**config.mk**
```make
export PLATFORM = sky130hd
export DESIGN_NAME = shot_judge
export DESIGN_NICKNAME = d
export VERILOG_FILES = /design/src/rtl/game_pkg.sv /design/src/rtl/shot_stepper.sv /design/src/rtl/shot_judge.sv
export SDC_FILE = /design/constraint.sdc
export NUM_CORES = 1
export LEC_CHECK = 0
export BUFFER_PORTS_ARGS = -buffer_cell sky130_fd_sc_hd__buf_4
export CAP_MARGIN = 40
export CORE_ASPECT_RATIO = 1.5
export CORE_MARGIN = 1.5
export CORE_UTILIZATION = 35
export DETAILED_ROUTE_END_ITERATION = 6
export GPL_TIMING_DRIVEN = 0
export PLACE_DENSITY = 0.6
export RECOVER_POWER = 50
export SLEW_MARGIN = 30
export SYNTH_ARGS = -nofsm -noshare
export SYNTH_HDL_FRONTEND = slang
export SYNTH_SLANG_ARGS = --single-unit
```
**constraint.sdc**
```tcl
create_clock -name clk -period 1.39 [get_ports clk]
set_input_delay 0.0695 -clock clk [delete_from_list [all_inputs] [get_ports clk]]
set_output_delay 0.0695 -clock clk [all_outputs]
set_load 0.01 [all_outputs]
```
**src/rtl/game_pkg.sv**
```systemverilog
// Shared definitions for the shot/target game blocks: grid width, FSM encoding
// and the row shots launch from.
package game_pkg;

    localparam int COORD_W    = 5;
    localparam int PLAYER_ROW = 0;

    typedef logic [1:0] state_t;

    localparam state_t ST_IDLE     = 2'd0;
    localparam state_t ST_FLY      = 2'd1;
    localparam state_t ST_JUDGE    = 2'd2;
    localparam state_t ST_GAMEOVER = 2'd3;

endpackage

```
**src/rtl/shot_stepper.sv**
```systemverilog
// Advances a shot one row every STEP_DIV enabled cycles until it reaches the
// latched target row; done flags arrival.
module shot_stepper #(
    parameter int COORD_W  = game_pkg::COORD_W,
    parameter int STEP_DIV = 4
) (
    input  logic               clk,
    input  logic               reset,
    input  logic               load,
    input  logic               enable,
    input  logic [COORD_W-1:0] ty,
    output logic [COORD_W-1:0] shot_y,
    output logic               done
);
    import game_pkg::*;

    localparam int CNT_W = (STEP_DIV > 1) ? $clog2(STEP_DIV) : 1;
    localparam logic [CNT_W-1:0] CNT_MAX = CNT_W'(STEP_DIV - 1);

    logic [CNT_W-1:0] step_cnt;

    assign done = (shot_y == ty);

    // Movement stops once done, so shot_y never passes the target row.
    always_ff @(posedge clk) begin
        if (!reset) begin
            step_cnt <= '0;
            shot_y   <= '0;
        end else if (load) begin
            step_cnt <= '0;
            shot_y   <= COORD_W'(PLAYER_ROW);
        end else if (enable && !done) begin
            if (step_cnt == CNT_MAX) begin
                step_cnt <= '0;
                shot_y   <= shot_y + COORD_W'(1);
            end else begin
                step_cnt <= step_cnt + CNT_W'(1);
            end
        end
    end

endmodule

```
**src/rtl/shot_judge.sv**
```systemverilog
// Launches a shot on fire, flies it to the target row latched at launch, and
// judges hit/miss with a one-cycle result pulse; keeps score, misses, game over.
module shot_judge #(
    parameter int COORD_W    = game_pkg::COORD_W,
    parameter int STEP_DIV   = 4,
    parameter int SCORE_W    = 8,
    parameter int MAX_MISSES = 3
) (
    input  logic               clk,
    input  logic               reset,
    input  logic               fire,
    input  logic [COORD_W-1:0] aim_x,
    input  logic [COORD_W-1:0] target_x,
    input  logic [COORD_W-1:0] target_y,
    output logic               shot_active,
    output logic [COORD_W-1:0] shot_x,
    output logic [COORD_W-1:0] shot_y,
    output logic               result_valid,
    output logic               hit,
    output logic [SCORE_W-1:0] score,
    output logic [1:0]         misses,
    output logic               game_over
);
    import game_pkg::*;

    localparam logic [1:0]         MISS_LIMIT = 2'(MAX_MISSES);
    localparam logic [SCORE_W-1:0] SCORE_MAX  = '1;

    state_t             state;
    state_t             state_next;
    logic [COORD_W-1:0] tx;
    logic [COORD_W-1:0] ty;
    logic               launch;
    logic               done;
    logic               last_miss;

    // GAMEOVER is its own state, so IDLE already implies game_over == 0.
    assign launch    = (state == ST_IDLE) && fire;
    assign last_miss = ((misses + 2'd1) == MISS_LIMIT);

    shot_stepper #(
        .COORD_W  (COORD_W),
        .STEP_DIV (STEP_DIV)
    ) u_stepper (
        .clk    (clk),
        .reset  (reset),
        .load   (launch),
        .enable (state == ST_FLY),
        .ty     (ty),
        .shot_y (shot_y),
        .done   (done)
    );

    always_ff @(posedge clk) begin
        if (!reset) begin
            state <= ST_IDLE;
        end else begin
            state <= state_next;
        end
    end

    always_comb begin
        state_next = state;
        case (state)
            ST_IDLE:     if (fire) state_next = ST_FLY;
            ST_FLY:      if (done) state_next = ST_JUDGE;
            ST_JUDGE:    state_next = (!hit && last_miss) ? ST_GAMEOVER : ST_IDLE;
            ST_GAMEOVER: state_next = ST_GAMEOVER;
            default:     state_next = ST_IDLE;
        endcase
    end

    always_comb begin
        shot_active  = (state == ST_FLY) || (state == ST_JUDGE);
        result_valid = (state == ST_JUDGE);
        game_over    = (state == ST_GAMEOVER);
    end

    // hit is only ever set on the FLY->JUDGE edge, so it reads 0 outside JUDGE.
    always_ff @(posedge clk) begin
        if (!reset) begin
            shot_x <= '0;
            tx     <= '0;
            ty     <= '0;
            hit    <= 1'b0;
            score  <= '0;
            misses <= '0;
        end else begin
            hit <= (state == ST_FLY) && done && (shot_x == tx);
            if (launch) begin
                shot_x <= aim_x;
                tx     <= target_x;
                ty     <= target_y;
            end
            if (state == ST_JUDGE) begin
                if (hit) begin
                    if (score != SCORE_MAX) score <= score + SCORE_W'(1);
                end else begin
                    misses <= misses + 2'd1;
                end
            end
        end
    end

endmodule
```
Word-level counts from Yosys, hierarchy flattened
Index checks and enable logic that the tools add are counted.

$lt $le $gt $ge: 0. Bitwise operators: 2. Muxes and demuxes: 5. Reduce and logical (&&, ||, !) cells: 14. Add/subtract/negate cells: 4. Div/mod/pow operators: 0. Shifts and indexed selects: 0. Equal/unequal tests: 10. $mul: 0.

Operators by type and width (count): equality test 5 bit (2); adder 8 x 1 -> 8 bit, second input constant (1); equality test 2 bit, second input constant (4); two-way mux 2 bit (4); != test 8 bit, second input constant (1); one-hot mux 2 bit (4 select lines) (1); AND reduction 2 bit (3); adder 5 x 1 -> 5 bit, second input constant (1); logical AND 1 bit (5); adder 2 x 1 -> 2 bit, second input constant (2); != test 2 bit, second input constant (2); AND reduction 3 bit (1); equality test 2 x 1 -> 1 bit, second input constant (1); zero test 1 bit (2); zero test 2 bit (1); NOT 1 bit (2); OR reduction 2 bit (1); logical OR 1 bit (1).

Bits in read-only memories: 0. Flip-flop bits (word level): 35. RAM bits: 0. Bits in latches: 0. Input port bits: 18. Memories: 0. Word-level logic and storage cells: 44. Output and inout bits: 24.

Depth between registers and ports, before layout
Word-level depth: 5. Gate-level depth with buffers: 7. Depth with buffers taken out: 7.

By module
Synthesis repeated with hierarchy kept, for this count alone.

Cell total of the unflattened synthesis: 198. Area total of the unflattened synthesis: 1669.1 sq um.

Modules (own cells, without submodules): shot_judge (area each 1243.7 sq um, times used 1, cells each 149, seq. area each 560.5 sq um); shot_stepper (area each 425.4 sq um, times used 1, cells each 49, seq. area each 140.1 sq um).

Worst setup path before layout
No wires, ideal clock.

Path kind: flip-flop to flip-flop. Start point: register score[0]. End point: register score[3]. Path slack: -0.160 ns. Period minus slack after synthesis: 1.550 ns. Setup time: 0.128 ns. Arrival time: 1.423 ns. Buffers on the path: 0. Stages on the path, launching flop included: 7. Cells stage by stage: dfxtp_1 ha_1 nand2_2 o311a_4 nor2b_1 xnor2_1 nor2_1.

Word-level cells in the longest chain between the ends: 2.

Ends and longest elaborated chain: from (decl) (line shot_judge.sv:20) `output logic [SCORE_W-1:0] score,`; from (signal assigned) (line shot_judge.sv:97) `if (score != SCORE_MAX) score <= score + SCORE_W'(1);`; parallel branches: the longest is 2 deep, another holds adder 8 x 1 -> 8 bit.

Parallel ways; which one is timed is not known. A chain may end at the register's enable or synchronous reset.

Worst setup path after layout
Start point: register ty[1]. End point: register u_stepper.shot_y[4].

Word-level cells in the longest chain between the ends: 4.

Ends and longest elaborated chain: from (decl) (line shot_judge.sv:32) `logic [COORD_W-1:0] ty;`; from (signal assigned) (line shot_judge.sv:93) `ty <= target_y;`; equality test 5 bit (line shot_stepper.sv:22) `assign done = (shot_y == ty);`; zero test 1 bit (line shot_stepper.sv:32) `end else if (enable && !done) begin`; logical AND 1 bit (line shot_stepper.sv:32); AND reduction 2 bit (no source line); to (signal assigned) (line shot_stepper.sv:31) `shot_y <= COORD_W'(PLAYER_ROW);`; to (signal assigned) (line shot_stepper.sv:35) `shot_y <= shot_y + COORD_W'(1);`; to (decl) (line shot_stepper.sv:12) `output logic [COORD_W-1:0] shot_y,`.

No other way between the ends.

==> flow_metrics.py <==
metrics = {
    "yosys": {
        "synth_seq_cells": 35,
        "synth_mux_area_share_pct": 2.42,
        "synth_xor_xnor_area_share_pct": 10.1,
        "synth_top_area_share_pct": 42.3,
        "yosysUniqueCellTypes": 32,
        "synth_edf_count": 0,
        "yosys.area_share.simple_pct": 23.9,
        "synth_top_family_by_area": "simple AND/OR/NAND/NOR gates",
        "ys.warnings.count": 0,
        "synth-main-ff-cell": "dfxtp_1",
        "netlist_area_um2": 1660,
        "synth_fp_nets": 220,
        "synth_compound_area_share_pct": 11.8,
        "synthDominantAreaCellType": "dfxtp_1",
        "avgSynthCellArea_um2": 8.58,
        "netlist_instances": 193,
        "seq_area_frac_synth_pct": 42.3,
        "ys_top_cells_by_area": "dfxtp_1 (42%), nand2_1 (8.8%), xnor2_1 (6.9%)",
        "synth_fa_ha_area_share_pct": 6.80,
        "async_flop_share_pct": 0,
    },
    "sta": {
        "rsz0062_at_grt": "true",
        "tightestPinTransition_ns": 0.500,
        "setup_ws_ns": -0.0369,
        "hold_viol": 0,
        "drv_slew": 0,
        "max_freq_mhz": 701,
        "skew_ns": 0.00718,
        "min_period_ns": 1.43,
        "min_period_over_period_pct": 103,
        "finalSetupViolations": 2,
        "slew-limit-headroom_pct": 66.7,
        "hold_ws_ns": 0.0225,
    },
    "clock_tree": {
        "clock_sinks": 35,
        "cts_root_buf": "clkbuf_8",
        "clk_pin_slew_ns": 0.07,
        "cts_made_buffers": 5,
        "htreeDepth": 2,
        "cts_tree": "yes",
        "hold_buffers": 0,
        "clock_path_buffers": 2,
        "clkLatencyLatePin_ns": 0.29,
    },
    "run_status": {
        "violations": "setup timing",
        "outcome": "finished, violations left",
    },
    "floorplan": {
        "initial_core_util_pct": 36.4,
        "die_area_um2": 5160,
        "die_w_um": 59.2,
        "core_um2": 4540,
        "row_count": 30,
        "io_pins": 42,
        "die_h_um": 87.2,
    },
    "drt": {
        "wl_um": 3580,
        "vias_per_cell": 4.77,
        "wl_per_cell_um": 11.5,
        "antenna_left": 0,
        "drcViolationCount": 0,
        "drt_iter0_drc": 39,
        "routed-via-count": 1480,
        "firstDrtPassIters": 4,
    },
    "pwr": {
        "p_leak_nw": 0.961,
        "max-vdd-ir-drop_mv": 0.838,
        "p_total_mw": 3.48,
        "p_per_area_nw_per_um2": 1480,
    },
    "final_layout": {
        "fillers": 456,
        "syn_to_final_growth_pct": 42.3,
        "n_antenna_cell": 0,
        "final_area_um2": 2350,
        "layout.nets": 272,
        "fin_util_pct": 51.8,
        "drive_gt1_share_pct": 38.6,
    },
    "place": {
        "portBuffers": 40,
        "dpl_cell_area_um2": 2090,
        "gp_congestion": 0.764,
        "dp_hpwl_um": 2590,
    },
    "global_route": {
        "grt_pass1_wl_um": 5980,
        "grt_max_degree": 12,
        "grt_antenna_before_repair": 0,
        "grt_pass1_vias": 1386,
        "grtUsageTotal_pct": 15.2,
        "gr-total-overflow": 0,
    },
    "critical_path": {
        "reg2reg_depth": 5,
        "cp_data_required_time_ns": 1.57,
        "critPathMaxFanout": 5,
        "critical_path_class": "reg2reg",
        "end_kind": "flip-flop",
        "critPathArrivalTime_ns": 1.60,
        "startpoint_type": "flip-flop",
    },
    "worst_hold_path": {
        "min_path_type": "in2reg",
        "hold-path-cell-count": 3,
    },
    "job": {
        "drv_cap": 0,
    },
}
## layout make-up
class | instances | area (µm²) | share of cell area [%]
Clock buffer | 6 | 72.6 | 3.08
Multi-Input combinational cell | 146 | 1030 | 43.6
Timing Repair Buffer | 47 | 349 | 14.8
Clock inverter | 2 | 60.1 | 2.55
Buffer | 4 | 18.8 | 0.797
Tap cell | 64 | 80.1 | 3.40
Inverter | 6 | 25.0 | 1.06
Sequential cell | 35 | 723 | 30.7
## power by group
| group | internal, mW | switching [mW] | total [mW] |
|---|---|---|---|
| logic | 0.527 | 0.617 | 1.14 |
| clock network | 0.717 | 0.358 | 1.07 |
| registers | 1.13 | 0.126 | 1.26 |
## per-layer routing
layer,up-vias,global-route usage (%),share of wire [%]
li1,746,-,-
met1,696,16.8,41
met2,33,26.6,52
met3,5,3.71,3.8
met4,0,7.44,2.7
met5,-,0,0
## synthesized netlist by cell type (2+ instances only)
cell / count
nand3_1: 6
ha_1: 9
mux2i_1: 4
a21oi_1: 19
xor2_1: 6
a31o_1: 2
a211oi_2: 2
a211oi_1: 2
xnor2_1: 13
nor3_1: 4
nor2_1: 19
nand2_1: 39
nand4_1: 4
dfxtp_1: 35
inv_1: 5
nor2b_1: 2
clkbuf_1: 6
and2_1: 2
## path summary, 6_finish.rpt
path                      start                                to  slack (ns)
max          ty[1]$_SDFFE_PN0P_  u_stepper.shot_y[4]$_SDFFE_PP0P_       -0.04
min                    aim_x[3]            shot_x[3]$_SDFFE_PN0P_        0.02
max reg2reg  ty[1]$_SDFFE_PN0P_  u_stepper.shot_y[4]$_SDFFE_PP0P_       -0.04
min reg2reg  tx[4]$_SDFFE_PN0P_                tx[4]$_SDFFE_PN0P_        0.47
## metrics by stage
| stage | std cells | setup TNS (ns) | setup slack, ns |
|---|---|---|---|
| floorplan | 193 | -0.0661 | -0.0195 |
| global placement | 297 | -2.96 | -0.191 |
| detailed placement | 297 | -3.55 | -0.224 |
| CTS | 308 | -0.0311 | -0.0173 |
| global route | 310 | -0.858 | -0.0996 |
| finish | 310 | -0.0698 | -0.0369 |
## worst max-delay path, cell delays in order (launching register included)
cell      delay, ns
dfxtp_2        0.35
xor2_4         0.19
nor3_4         0.32
a211oi_2       0.14
buf_4          0.16
a31o_1         0.16
## layout by cell type (no fill, tap or decap), types with 3 or more instances in the layout
cell type	Yosys	layout
dfxtp_1	35	23
nand3_1	6	6
buf_4	0	46
nand2_1	39	35
dfxtp_4	0	3
xor2_1	6	3
ha_1	9	5
a21oi_1	19	18
nor2_1	19	19
clkbuf_8	0	5
nand4_1	4	4
inv_1	5	3
nand2_2	1	4
dfxtp_2	0	9
mux2i_1	4	4
clkbuf_1	6	5
xnor2_1	13	13
## sequential cells by signal, indices dropped and copies added, names as in the netlist
name                flops
hit                     1
misses                  2
score                   8
shot_x                  5
state                   2
tx                      5
ty                      5
u_stepper.shot_y        5
u_stepper.step_cnt      2
## repair_timing
item / 4_1_cts / 5_1_grt
setup endpoints to repair: 25 / 24
buffers inserted: 4 / 3
endpoints found under the hold margin: 0 / 0
resized for setup: 17 / 13
pin swaps: 4 / 8
## kinds of logic (layout without fill, tap and decap cells)
group | Yosys count | in the layout
compound gates | 29 | 29
xor+xnor | 19 | 19
fa+ha+maj | 9 | 9
buf+inv | 12 | 65
flops | 35 | 35
mux | 4 | 4
simple gates | 85 | 85
Note: power is estimated with default switching activity, not from simulation.
